==> src/rtl/fifo_rd_stream_if.sv <==
// Handshake bundle between the FIFO read port, fifo_rd_stream and the stream consumer.
// master = fifo_rd_stream side, slave = FIFO/consumer side.
interface fifo_rd_stream_if #(
    parameter int unsigned DATA_W    = 32,
    parameter int unsigned BUF_DEPTH = 2
);
    localparam int unsigned LVL_W = $clog2(BUF_DEPTH) + 1;

    logic              fifo_empty;
    logic [DATA_W-1:0] fifo_data;
    logic              fifo_rd_en;
    logic              m_valid;
    logic [DATA_W-1:0] m_data;
    logic              m_ready;
    logic [LVL_W-1:0]  buf_level;

    modport master (
        input  fifo_empty, fifo_data, m_ready,
        output fifo_rd_en, m_valid, m_data, buf_level
    );

    modport slave (
        output fifo_empty, fifo_data, m_ready,
        input  fifo_rd_en, m_valid, m_data, buf_level
    );
endinterface

==> src/rtl/fifo_rd_stream.sv <==
// Drains a registered-output synchronous FIFO into a valid/ready stream via a small skid buffer.
// Optional FIFO_RD_STREAM_STATS_EN adds word_cnt / stall_cnt statistics outputs.
module fifo_rd_stream #(
    parameter int unsigned DATA_W    = 32,
    parameter int unsigned BUF_DEPTH = 2
) (
    input  logic               clk,
    input  logic               rst,
    fifo_rd_stream_if.master   bus
`ifdef FIFO_RD_STREAM_STATS_EN
    ,
    output logic [31:0]        word_cnt,
    output logic [31:0]        stall_cnt
`endif
);
    localparam int unsigned IDX_W = (BUF_DEPTH > 1) ? $clog2(BUF_DEPTH) : 1;
    localparam int unsigned LVL_W = $clog2(BUF_DEPTH) + 1;
    localparam int unsigned SUM_W = LVL_W + 1;
    localparam logic [IDX_W-1:0] LAST_IDX = IDX_W'(BUF_DEPTH - 1);

    logic [DATA_W-1:0] buf_mem [BUF_DEPTH];
    logic [IDX_W-1:0]  wr_idx;
    logic [IDX_W-1:0]  rd_idx;
    logic [LVL_W-1:0]  cnt;
    logic              rd_q;
    logic              valid;
    logic              pop;
    logic [SUM_W-1:0]  commit;

    function automatic logic [IDX_W-1:0] next_idx(input logic [IDX_W-1:0] idx);
        return (idx == LAST_IDX) ? '0 : idx + IDX_W'(1);
    endfunction

    // Occupancy after this cycle, counting the word already in flight from the FIFO.
    assign valid  = (cnt != '0);
    assign pop    = valid && bus.m_ready;
    assign commit = SUM_W'(cnt) + SUM_W'(rd_q) - SUM_W'(pop);

    assign bus.fifo_rd_en = !rst && !bus.fifo_empty && (commit < SUM_W'(BUF_DEPTH));
    assign bus.m_valid    = valid;
    assign bus.m_data     = buf_mem[rd_idx];
    assign bus.buf_level  = cnt;

    always_ff @(posedge clk) begin
        if (rst) begin
            cnt     <= '0;
            wr_idx  <= '0;
            rd_idx  <= '0;
            rd_q    <= 1'b0;
            buf_mem <= '{default: '0};
        end else begin
            rd_q <= bus.fifo_rd_en;
            if (rd_q) begin
                buf_mem[wr_idx] <= bus.fifo_data;
                wr_idx          <= next_idx(wr_idx);
            end
            if (pop) begin
                rd_idx <= next_idx(rd_idx);
            end
            cnt <= LVL_W'(commit);
        end
    end

    // Read issue logic must never let a capture land in a full buffer.
    always_ff @(posedge clk) begin
        if (!rst) begin
            assert (!(rd_q && (cnt == LVL_W'(BUF_DEPTH))))
                else $error("fifo_rd_stream: capture into full skid buffer");
        end
    end

`ifdef FIFO_RD_STREAM_STATS_EN
    // Popped words wrap; stall cycles saturate.
    always_ff @(posedge clk) begin
        if (rst) begin
            word_cnt  <= '0;
            stall_cnt <= '0;
        end else begin
            if (pop) begin
                word_cnt <= word_cnt + 32'd1;
            end
            if (valid && !bus.m_ready && (stall_cnt != 32'hFFFF_FFFF)) begin
                stall_cnt <= stall_cnt + 32'd1;
            end
        end
    end
`endif

endmodule

==> src/flat_wrapper.sv <==
// flat-port wrapper written by rule: the top's interface ports become plain ports
module fifo_rd_stream_flat 
#(
    parameter int unsigned DATA_W    = 32,
    parameter int unsigned BUF_DEPTH = 2
)
  (clk, rst, bus_fifo_empty, bus_fifo_data, bus_m_ready, bus_fifo_rd_en, bus_m_valid, bus_m_data, bus_buf_level);
  fifo_rd_stream_if #(.DATA_W(DATA_W), .BUF_DEPTH(BUF_DEPTH)) bus_i ();
  input  logic clk;
  input  logic rst;
  input wire logic [$bits(bus_i.fifo_empty)-1:0] bus_fifo_empty;
  input wire logic [$bits(bus_i.fifo_data)-1:0] bus_fifo_data;
  input wire logic [$bits(bus_i.m_ready)-1:0] bus_m_ready;
  output wire logic [$bits(bus_i.fifo_rd_en)-1:0] bus_fifo_rd_en;
  output wire logic [$bits(bus_i.m_valid)-1:0] bus_m_valid;
  output wire logic [$bits(bus_i.m_data)-1:0] bus_m_data;
  output wire logic [$bits(bus_i.buf_level)-1:0] bus_buf_level;
  assign bus_i.fifo_empty = bus_fifo_empty;
  assign bus_i.fifo_data = bus_fifo_data;
  assign bus_i.m_ready = bus_m_ready;
  assign bus_fifo_rd_en = bus_i.fifo_rd_en;
  assign bus_m_valid = bus_i.m_valid;
  assign bus_m_data = bus_i.m_data;
  assign bus_buf_level = bus_i.buf_level;
  fifo_rd_stream #(.DATA_W(DATA_W), .BUF_DEPTH(BUF_DEPTH)) u_core (.clk(clk), .rst(rst), .bus(bus_i));
endmodule
==> config.mk <==
export PLATFORM = sky130hd
export DESIGN_NAME = fifo_rd_stream_flat
export DESIGN_NICKNAME = d
export VERILOG_FILES = /design/src/rtl/fifo_rd_stream_if.sv /design/src/rtl/fifo_rd_stream.sv /design/src/flat_wrapper.sv
export SDC_FILE = /design/constraint.sdc
export NUM_CORES = 1
export LEC_CHECK = 0
export ABC_CLOCK_PERIOD_IN_PS = 3150
export CORE_MARGIN = 2
export CORE_UTILIZATION = 49
export CTS_CLUSTER_SIZE = 8
export DETAILED_ROUTE_END_ITERATION = 10
export MAX_ROUTING_LAYER = met4
export PLACE_DENSITY_LB_ADDON = 0.1
export SETUP_SLACK_MARGIN = 0.02
export SLEW_MARGIN = 5
export SYNTH_ARGS = -nofsm -noshare
export SYNTH_HDL_FRONTEND = slang
export SYNTH_SLANG_ARGS = --single-unit
==> constraint.sdc <==
create_clock -name clk -period 3.15 [get_ports clk]
set_clock_uncertainty 0.15 [all_clocks]
set_input_delay 0.7875 -clock clk [delete_from_list [all_inputs] [get_ports clk]]
set_output_delay 0.7875 -clock clk [all_outputs]
set_load 0.005 [all_outputs]
==> flow_summary.ini <==
[place]
post_dp_cell_area_um2 = 3620
gp_congestion = 0.744
dp_hpwl_um = 4090
placed_cells = 471
io_buffers = 71

[sta]
slew_headroom = 0.492
timing.hold.ws_ns = 0.302
rsz0062_at_grt = yes
fin_ws_ns = -0.173
setup-violations-final = 1
final.min_clock_period_ns = 3.32
fmax_mhz = 301
worstMarginPinSlew_ns = 0.762
drv_slew = 0
final.period_utilization = 1.05
hold_viol_final = 0

[run_status]
outcome = finished, violations left
violations = setup timing

[final_layout]
nets = 462
final_layout_size_suffix_gt1_frac = 0.209
insertedDiodeCount = 0
area_growth_pct = 35.4
final-instance-count-excl-fill = 501
final_util = 0.677
fin_area_um2 = 3940

[logic_synthesis]
yosysTopAreaCell = dfxtp_1
yosys_register_bits = 69
mappedNetlistArea_um2 = 2910
yosysWarnings = 0
syn-num-nets = 381
ys_seq_area_frac = 0.475
synth_top_area_share = 0.475
syn-mean-instance-area_um2 = 8.51
ys_top_cells_by_area = dfxtp_1, nand2_1, mux2_2
ys_types = 19
synth_cells = 342

[floorplanning]
die-area_um2 = 6570
core_um2 = 5820
die_w_um = 81.1
start_util = 0.500
fp.dieH_um = 81.1
rows = 28
ios = 72

[hold_path]
worstHoldPathCells = 2
min_from = u_core.buf_mem[8]$_SDFFE_PP0P_
whs_endpoint = u_core.buf_mem[8]$_SDFFE_PP0P_
hold_class = reg -> reg

[worst_setup_path]
worstReg2RegEnd = u_core.rd_idx$_SDFFE_PP0P_
worstSetupEndpointType = output pin
r2r_cells = 18
critical_path_class = in -> out
regToRegSetupSlack_ns = 0.29
rr_startpoint = u_core.bus.buf_level[0]$_SDFF_PP0_
crit_path_start_kind = primary input
cp_data_required_time_ns = 2.21
cp_max_fo = 2
arrival_ns = 2.39

[detailed_routing]
drtIter0Drc = 140
remaining_drc_errors = 0
wl_um = 7040
first_pass_iters = 4
viasPerCell = 5.03
wl_per_cell_um = 14.0
final_antenna_net_count = 0
vias = 2519

[pwr]
power.leakage_nw = 1.45
peakVddDrop_mv = 0.495
power.density_nw_per_um2 = 696

[clock_network]
clock_latency_ns = 0.34
cts_hold_buf = 0
cts_made_buffers = 9
clock_path_buffers = 2
clock-sinks = 69
h-tree-depth = 3
cts_tree = done
clkTransAtPathRegs_ns = 0.07
root_buffer = clkbuf_8

[grt]
grt_usage = 0.234
grt.overflow.total = 0
grt_max_degree = 70
grt_pass1_wl_um = 11300
grt_pass1_vias = 2393
antenna_found_initial = 0

[run]
maxCapViolations = 0
==> what timing repair did <==
item                                    in CTS  in global routing
pin swaps                                    4                  4
buffers inserted                            19                  1
endpoints found under the hold margin        0                  0
gates resized for setup                     13                  2
endpoints found under the setup margin       1                  2
gates cloned                                 0                  0
==> worst max-delay path: stages <==
cell and delay, ns:
buf_6 0.09, o21a_1 0.11, ha_1 0.27, inv_1 0.07
ha_2 0.17, fa_2 0.46, nor4_4 0.24, buf_2 0.17
==> power breakdown <==
group	internal, mW	total (mW)	leakage [nW]	switching, mW
Clock	0.318	0.623	0.0881	0.305
Combinational	0.589	1.04	0.799	0.446
Sequential	1.01	1.08	0.559	0.0729
==> how the worst max path moves through the flow <==
stage,startpoint,endpoint,slack (ns),cells after the start
after floorplan,bus_m_ready,bus_fifo_rd_en,0.10,6
after global placement,bus_m_ready,bus_fifo_rd_en,-0.80,9
after detailed placement,bus_m_ready,bus_fifo_rd_en,-0.83,9
after CTS,bus_m_ready,bus_fifo_rd_en,-0.18,9
after global routing,bus_m_ready,bus_fifo_rd_en,-0.21,8
final,bus_m_ready,bus_fifo_rd_en,-0.17,8
==> synthesized netlist by cell type <==
master / n
a21oi_1: 56
a21oi_2: 9
and2_1: 1
buf_2: 7
buf_4: 7
buf_6: 6
clkbuf_1: 7
dfxtp_1: 69
fa_1: 1
ha_1: 2
inv_1: 4
mux2_2: 32
nand2_1: 130
nand2b_1: 2
nor2_1: 1
nor2b_1: 3
nor4_1: 2
o21a_1: 1
xnor2_1: 2
==> cell usage in the layout (no fill, tap or decap), types with 2 or more instances in the layout <==
cell type / count
nand2b_1: 2
nand2_1: 130
buf_2: 2
nor2b_1: 2
clkbuf_8: 11
a21oi_2: 9
a21oi_1: 56
buf_6: 2
inv_1: 4
mux2_2: 32
buf_4: 24
clkinv_2: 2
clkdlybuf4s50_1: 68
dfxtp_1: 69
xnor2_2: 2
==> cell families after synthesis <==
logic type	count (synthesis)	share of synthesized area
fa+ha+maj	3	0.0155
mux	32	0.124
xor+xnor	2	0.00602
simple gates	139	0.186
compound gates	66	0.126
flops	69	0.475
buf+inv	31	0.0675
==> registers in the layout, indices dropped and copies added, names as in the netlist <==
signal                count
u_core.buf_mem           64
u_core.bus.buf_level      2
u_core.wr_idx             1
u_core.rd_idx             1
u_core.rd_q               1
==> area by class of cell <==
type / count / area (um2)
clock buffer: 12 / 155
clock inverter: 2 / 10.0
fill: 505 / 1880
inverter: 4 / 15.0
multi-input combinational: 242 / 1370
sequential: 69 / 1380
tap: 75 / 93.8
timing repair buffer: 97 / 913
==> through the flow <==
step / setup TNS [ns] / worst slack, ns / total power [mW]
after detailed placement: -0.832 / -0.832 / 1.98
final: -0.173 / -0.173 / 2.74
after CTS: -0.268 / -0.178 / 2.73
after global routing: -0.206 / -0.206 / 2.90
after floorplan: 0 / 0.104 / 1.61
after global placement: -0.801 / -0.801 / 1.97
==> routing by layer <==
metal | track usage | vias up | wire [um]
met2 | 0.379 | 63 | 3400
met3 | 0.0678 | 14 | 327
met1 | 0.278 | 1173 | 3150
met5 | - | - | 0
li1 | - | 1269 | -
met4 | 0.0847 | 0 | 150
Power figures use the tool's default switching activity.
